**src/rtl/multi_pulse_extender.sv**
```systemverilog
`default_nettype none
// +--------------------------------------------------------------------------+
// | multi_pulse_extender: per-channel rising-edge pulse stretcher with       |
// | set/ack length/mode config. Optional: PULSE_EXT_OVERRUN_EN (out_overrun) |
// | Revision: 1.0                                                            |
// +--------------------------------------------------------------------------+
module multi_pulse_extender #(
    parameter int CHANNELS    = 4,
    parameter int CNT_WIDTH   = 8,
    parameter int DEFAULT_LEN = 1,
    parameter int CH_WIDTH    = (CHANNELS > 1) ? $clog2(CHANNELS) : 1
) (
    input  logic                 in_clock,
    input  logic                 in_reset_n,
    input  logic                 in_set,
    input  logic [CH_WIDTH-1:0]  in_channel,
    input  logic [CNT_WIDTH-1:0] in_value,
    input  logic                 in_retrig,
    output logic                 out_ack,
    input  logic [CHANNELS-1:0]  in_signal,
    output logic [CHANNELS-1:0]  out_signal,
`ifdef PULSE_EXT_OVERRUN_EN
    output logic [CHANNELS-1:0]  out_overrun,
`endif
    output logic                 out_busy
);

    localparam logic [CNT_WIDTH-1:0] c_default_len = CNT_WIDTH'(DEFAULT_LEN);
    localparam logic [CNT_WIDTH-1:0] c_one         = CNT_WIDTH'(1);

    logic r_ack;

    always_ff @(posedge in_clock) begin
        if (!in_reset_n) begin
            r_ack <= 1'b0;
        end else begin
            r_ack <= in_set;
        end
    end

    assign out_ack  = r_ack;
    assign out_busy = |out_signal;

    genvar c;
    generate
        for (c = 0; c < CHANNELS; c++) begin : g_chan
            logic [CNT_WIDTH-1:0] r_len;
            logic [CNT_WIDTH-1:0] r_cnt;
            logic                 r_retrig;
            logic                 r_prev;
            logic                 r_out;
            logic [CNT_WIDTH-1:0] w_cnt_next;
            logic                 w_trig;
            logic                 w_wr;
            logic                 w_load;

            // Trigger sees the pre-write length/mode, so same-edge writes only affect later triggers.
            always_comb begin
                w_trig     = in_signal[c] & ~r_prev;
                w_wr       = in_set && (in_channel == CH_WIDTH'(c));
                w_load     = w_trig && (r_len != '0) && ((r_cnt == '0) || r_retrig);
                w_cnt_next = '0;
                if (w_load) begin
                    w_cnt_next = r_len;
                end else if (r_cnt != '0) begin
                    w_cnt_next = r_cnt - c_one;
                end
            end

            always_ff @(posedge in_clock) begin
                if (!in_reset_n) begin
                    r_len    <= c_default_len;
                    r_retrig <= 1'b0;
                    r_cnt    <= '0;
                    r_prev   <= 1'b1;
                    r_out    <= 1'b0;
                end else begin
                    r_prev <= in_signal[c];
                    r_cnt  <= w_cnt_next;
                    r_out  <= (w_cnt_next != '0);
                    if (w_wr) begin
                        r_len    <= in_value;
                        r_retrig <= in_retrig;
                    end
                end
            end

            assign out_signal[c] = r_out;

`ifdef PULSE_EXT_OVERRUN_EN
            logic r_ovr;

            // Clear beats set when a write and an overlapping trigger share an edge.
            always_ff @(posedge in_clock) begin
                if (!in_reset_n) begin
                    r_ovr <= 1'b0;
                end else if (w_wr) begin
                    r_ovr <= 1'b0;
                end else if (w_trig && (r_cnt != '0)) begin
                    r_ovr <= 1'b1;
                end
            end

            assign out_overrun[c] = r_ovr;
`endif
        end
    endgenerate

endmodule
`default_nettype wire
```
**config.mk**
```make
export PLATFORM = sky130hd
export DESIGN_NAME = multi_pulse_extender
export DESIGN_NICKNAME = d
export VERILOG_FILES = /design/src/rtl/multi_pulse_extender.sv
export SDC_FILE = /design/constraint.sdc
export NUM_CORES = 1
export LEC_CHECK = 0
export CAP_MARGIN = 0
export CORE_UTILIZATION = 63
export DETAILED_ROUTE_END_ITERATION = 16
export PLACE_DENSITY = 0.94
export REMOVE_ABC_BUFFERS = 1
export SYNTH_ARGS = -nofsm -noshare
export SYNTH_HDL_FRONTEND = slang
export SYNTH_SLANG_ARGS = --single-unit
```
**constraint.sdc**
```tcl
create_clock -name in_clock -period 3.3 [get_ports in_clock]
set_input_delay 0.825 -clock in_clock [delete_from_list [all_inputs] [get_ports in_clock]]
set_output_delay 0.825 -clock in_clock [all_outputs]
set_load 0.01 [all_outputs]
```
==> metrics.md <==
| Metric | Value |
|---|---|
| Status | completed |
| Fill cells | 391 |
| # rows | 27 |
| Main flop type after synthesis | dfxtp_1 |
| Die H | 78.7 um |
| Cell count after placement | 501 |
| Fin nets | 466 |
| Resized Gates After CTS | 0 |
| CP required | 2.47 ns |
| Core Box Area | 5570 um2 |
| CTS tree | done |
| CTS sink count | 77 |
| Layout area overhead | 11.7% |
| Min Tclk post-route | 2.54 ns |
| Antenna diode instance count | 0 |
| Gr usage total | 0.279 |
| H-tree Lvls | 3 |
| Worst hold slack | 0.477 ns |
| Pwr dens | 927 nW/um2 |
| CTS Hold Bufs | 0 |
| Worst path arrival time | 1.71 ns |
| Sequential fraction of the synthesis area | 0.416 |
| Vias in the first global route | 2925 |
| Sum Neg Setup Slack | 0 ns |
| Initial antenna violation count | 0 |
| Synth cell types | 49 |
| Slew Limit Fails | 0 |
| Setup slack, reg-to-reg | 0.93 ns |
| Die Width | 78.7 um |
| Clk_skew | 0.0101 ns |
| Final Core Density | 0.742 |
| Number of CTS-inserted buffers | 9 |
| Worst hold path class | reg -> reg |
| Fraction of layout cells with a size suffix above 1 | 0.0764 |
| Kind of critical path | reg -> out |
| Static Leak | 1.62 nW |
| Mean Syn Cell Area | 8.78 um2 |
| Initial DRC count | 235 |
| DRT Wirelength | 8070 um |
| Worst-path clk slew | 0.09 ns |
| Total grt overflow | 0 |
| DIE AREA | 6190 um2 |
| ANT nets after route | 0 |
| Max clock buf depth | 2 |
| Synth warnings | 0 |
| Tightest Pin Transition | 0.670 ns |
| Root Buffer | clkbuf_8 |
| FMAX | 394 MHz |
| Clk Latency, worst-skew pair | 0.35 ns |
| Num ports | 24 |
| GP Congestion | 0.885 |
| Initial DRT Pass Iterations | 6 |
| Synthesized area | 3700 um2 |
| Post-CTS Setup Bufs | 0 |
| Commonest non-fill, non-tap cell in the layout | dfxtp_1 |
| Wire length per cell | 15.6 um |
| Total number of vias | 3105 |
| I/O Buffers | 23 |
| Initial Util | 0.664 |
| Critical path launch point type | flop |
| Rel. slew slack | 0.554 |
| Largest net degree at the start of global routing | 67 |
| RSZ-0062 raised after global routing | false |
| Asr flop ratio synth | 0 |
| Flops & latches, synth | 77 |
| VDD IR-drop max | 0.590 mV |
| Vias per cell | 6.01 |
| Most frequent cells in the layout | 77 x dfxtp_1, 59 x nand2_1, 45 x a21oi_1 |
| Final hold violation count | 0 |
| HPWL after DPL | 5570 um |
| Non-Filler Instances | 517 |
| # setup viols final | 0 |
| Fin crit share | 0.770 |
| Worst Setup End Kind | primary output |
| Residual DRC count | 0 |
| Crit Path Max Fanout | 2 |
| First-pass GRT wire length | 13500 um |
| Synth Instances | 422 |
| Max-cap violations | 0 |
| EDFF count, synth | 0 |
## final cells by class
class / instances / area, um2 / area share
clock buffers: 9 / 124 / 0.0300
clock inverters: 7 / 75.1 / 0.0182
inverters: 16 / 60.1 / 0.0145
multi-input cells: 310 / 1990 / 0.482
flip-flops and latches: 77 / 1540 / 0.373
well taps: 72 / 90.1 / 0.0218
repair buffers: 26 / 253 / 0.0611
## through the flow
stage	power (W)	area (um2)	worst slack (ns)
floorplan	0.00272	3590	0.970
global placement	0.00302	3940	0.813
detailed placement	0.00310	3940	0.697
CTS	0.00383	4140	0.737
global route	0.00411	4140	0.726
finish	0.00383	4140	0.760
## power by group
| group | total [W] | leakage [nW] | switching [W] | internal, W |
|---|---|---|---|---|
| Sequential | 0.00135 | 0.633 | 0.000212 | 0.00113 |
| Clock | 0.000708 | 0.0918 | 0.000357 | 0.000351 |
| Combinational | 0.00178 | 0.895 | 0.000878 | 0.000900 |
## cells by family after synthesis
group,share of synthesized area
buffers and inverters,0.0459
multiplexers,0.0655
AND/OR/NAND/NOR,0.253
AO/OA/AOI/OAI,0.142
adder cells (fa/ha/maj),0.0270
flip-flops,0.416
XOR/XNOR,0.0497
## worst max-delay path: stages (launching register included)
cell and delay [ns]:
dfxtp_1 0.35, or4_1 0.51, clkdlybuf4s50_1 0.49
## flip-flops by register name (all words and copies together) (netlist names)
register         cells
g_chan.r_retrig      4
out_ack              1
g_chan.r_out         4
g_chan.r_len        32
g_chan.r_prev        4
g_chan.r_cnt        32
## synthesized netlist by cell type, types with 2 or more instances
cell       instances  area (um2)
a311oi_1           2        17.5
inv_1             16        60.1
a2bb2oi_1          5        43.8
a21o_1             2        15.0
clkbuf_1          11        41.3
buf_4              6        45.0
nand2_1           59         221
a31oi_1            3        18.8
or4_4              2        22.5
or4_1              3        22.5
xor2_1             5        43.8
ha_1               8         100
or2_2              3        18.8
o21a_1             3        22.5
a21oi_1           45         225
nor4_1            10        62.6
dfxtp_1           77        1540
xnor2_1           16         140
nor2b_1            3        18.8
nand3_1            5        25.0
nor3b_1            9        67.6
nor3_1             6        30.0
nand3b_1           3        22.5
or3_1             17         106
a22oi_1            4        30.0
o211a_1            2        20.0
mux2i_1           22         220
nor2_1            40         150
nand2b_1           8        50.1
and3_1             3        18.8
mux2_2             2        22.5
o22ai_1            2        12.5
nor4b_4            4        95.1
## final timing paths
| path | from | end | cells after the start |
|---|---|---|---|
| worst max-delay path | g_chan[0].r_out | out_busy | 2 |
| worst min-delay path | g_chan[2].r_len[7] | g_chan[2].r_len[7] | 2 |
| worst max register to register | g_chan[0].r_cnt[4] | g_chan[0].r_out | 5 |
| worst min register to register | g_chan[2].r_len[7] | g_chan[2].r_len[7] | 2 |
## metal layers
metal	GRT usage	vias up	share of wire
met3	0.0535	14	0.056
met1	0.360	1473	0.44
li1	-	1514	-
met4	0.119	0	0.017
met5	0	-	0
met2	0.455	104	0.49
Note: power is estimated with default switching activity, not from simulation.
==> RTL edit (same flow settings) <==
The option `PULSE_EXT_OVERRUN_EN` is turned on by a define.
--- a/src/rtl/multi_pulse_extender.sv
+++ b/src/rtl/multi_pulse_extender.sv
@@ -4,6 +4,8 @@
 // | set/ack length/mode config. Optional: PULSE_EXT_OVERRUN_EN (out_overrun) |
 // | Revision: 1.0                                                            |
 // +--------------------------------------------------------------------------+
+`define PULSE_EXT_OVERRUN_EN
+
 module multi_pulse_extender #(
     parameter int CHANNELS    = 4,
     parameter int CNT_WIDTH   = 8,
Function (old outputs only; new: out_overrun): kept (Yosys induction, for registers that start in step).
==> RTL edit against the unedited design <==
Utilization shrank 1.7 points. Via count is 10% higher. Largest cell class unchanged. Clock skew up 2.5 ps. Setup slack better by 42 ps. Clock power is 13% lower. Synthesized cell count increased by 8.5%. Sequential cell count rose by 4. Power is 1.5% lower. Synthesized area up 3.3%. Cell area up 3.1%. Critical endpoint unchanged. Wire length is 12% higher. Sequential share of layout area grew 0.74 points.
==> RTL edit: results (changes against the unedited design) <==
[run_status]
status = finished, final reports clean  ; unchanged

[critical_path]
arrival_ps = 1670  ; was 1710 ps
rrSetupSlack_ps = 860  ; was 930 ps
r2r_start = g_chan[2].r_cnt[4]$_SDFF_PN0_  ; was g_chan[0].r_cnt[4]$_SDFF_PN0_
r2r_cells = 5  ; unchanged
r2r_end = g_chan[2].r_out$_SDFF_PN0_  ; was g_chan[0].r_out$_SDFF_PN0_

[yosys]
synth_seq_area_share_pct = 42.37  ; was 41.62%
synthTopCellsByArea = dfxtp_1 (42%), nand2_1 (7.6%), a21oi_1 (6.3%)  ; was dfxtp_1 (42%), a21oi_1 (6.1%), nand2_1 (6.0%)
yosys-top-cells-count = dfxtp_1 (81), nand2_1 (77), a21oi_1 (48)  ; was dfxtp_1 (77), nand2_1 (59), a21oi_1 (45)
avgSynthCellArea_sq_um = 8.357  ; was 8.776 sq um
yosysUniqueCellTypes = 54  ; was 49
yosysWarningCount = 0  ; unchanged
async_reset_ff_share_pct = 0  ; unchanged

[place]
io_buffer_count = 27  ; was 23
hpwl_um = 6106  ; was 5567 um
dpl_worst_slack_ps = 649.8  ; was 696.8 ps
dpl.cell_count = 538  ; was 501
place_congestion = 0.9083  ; was 0.8845

[clock_network]
ctsResizeCount = 0  ; unchanged
clockRootBuffer = clkbuf_8  ; unchanged
cts_buffers = 9  ; unchanged
clkLatencyLatePin_ps = 350  ; about the same
clkTransAtPathRegs_ps = 80
cts_setup_buffers = 0  ; unchanged
cts_max_level = 3  ; unchanged

[hold_path]
min_to = g_chan[2].r_cnt[0]$_SDFF_PN0_  ; was g_chan[2].r_len[7]$_SDFFE_PN0P_
hold-path-cell-count = 2  ; unchanged
hold_class = flip-flop to flip-flop  ; unchanged
hold_start = g_chan[2].r_len[0]$_SDFFE_PN1P_  ; was g_chan[2].r_len[7]$_SDFFE_PN0P_

[pwr]
ir_drop_mv = 0.5835  ; was 0.5895 mV
leakagePower_uw = 0.001638  ; was 0.001620 uW

[layout]
nets = 500  ; was 466
drive_gt1_share_pct = 6.681  ; was 7.640%
diodes = 0  ; unchanged
reg.largest.list = g_chan.r_cnt (32), g_chan.r_len (32)  ; unchanged
final_cell_count_no_fill = 554  ; was 517

[routing]
wl_met3_um = 696  ; was 451 um
dr_wl_met2_um = 4327  ; was 3931 um
firstDrtPassIters = 5  ; was 6
wirelength_um = 9059  ; was 8073 um
drtIter0Drc = 286  ; was 235
vias_per_cell = 6.171  ; was 6.006
drt-met1-wl_um = 3727  ; was 3553 um

[global_routing]
met1_usage_pct = 38.13  ; was 35.98%
grt_use_total_pct = 30.00  ; was 27.94%
grt_use_met3_pct = 4.114  ; was 5.349%
grt_pass1_wl_um = 14550  ; was 13460 um
antenna_found_initial = 0  ; unchanged
grt_max_degree = 27  ; was 67
grt_use_met2_pct = 49.32  ; was 45.48%
grt_pass1_vias = 3144  ; was 2925

[sta]
skew_ps = 12.61  ; was 10.13 ps
worst_pin_slew_ps = 714.1  ; was 669.6 ps

[RTL edit: cell type report]
| type | count | area (sq um) |
|---|---|---|
| tap | 75 | 93.84 |
| clock inverter | 5 | 32.53 |
| inverter | 16 | 60.06 |
| sequential | 81 | 1622 |
| multi-input combinational | 335 | 2013 |
| timing repair buffer | 31 | 312.8 |
| fill | 409 | 1620 |
| clock buffer | 11 | 131.4 |
[RTL edit: worst max-delay path by stage]
stage | start | end | slack (ps) | depth (start not counted)
2_1_floorplan | in_channel[1] | g_chan[0].r_len[1]$_SDFFE_PN0P_ | 940 | 3
3_3_place_gp | in_signal[2] | g_chan[2].r_out$_SDFF_PN0_ | 720 | 5
3_5_place_dp | in_signal[2] | g_chan[2].r_out$_SDFF_PN0_ | 650 | 5
4_1_cts | g_chan[0].r_out$_SDFF_PN0_ | out_busy | 790 | 2
5_1_grt | g_chan[0].r_out$_SDFF_PN0_ | out_busy | 760 | 2
6_report | g_chan[0].r_out$_SDFF_PN0_ | out_busy | 800 | 2
[RTL edit: per-stage QoR]
stage	instance area, sq um	power, uW	hold slack (ps)
floorplan	3690	2706	439.1
global placement	4101	3041	459.1
detailed placement	4101	3125	463.9
CTS	4265	3753	475.9
global route	4265	4024	500.4
finish	4265	3775	477.4
[RTL edit: cell families (layout without fill, tap and decap cells)]
group,Yosys count,count (layout),share of synthesized area [%]
xor+xnor,21,21,4.806
fa+ha+maj,8,8,2.615
flops,81,81,42.37
buf+inv,42,63,5.165
mux,11,11,2.877
simple gates,202,202,26.48
compound gates,93,93,15.69
[RTL edit: power by group]
group	switching [uW]	internal [uW]	total, uW
Sequential	208	1190	1400
Combinational	919	838	1760
Clock	346	272	618
Total	1470	2300	3780
[RTL edit: critical path: stages (launching register included)]
cell and delay, ps:
dfxtp_1 340, or4_1 500, clkdlybuf4s50_1 490
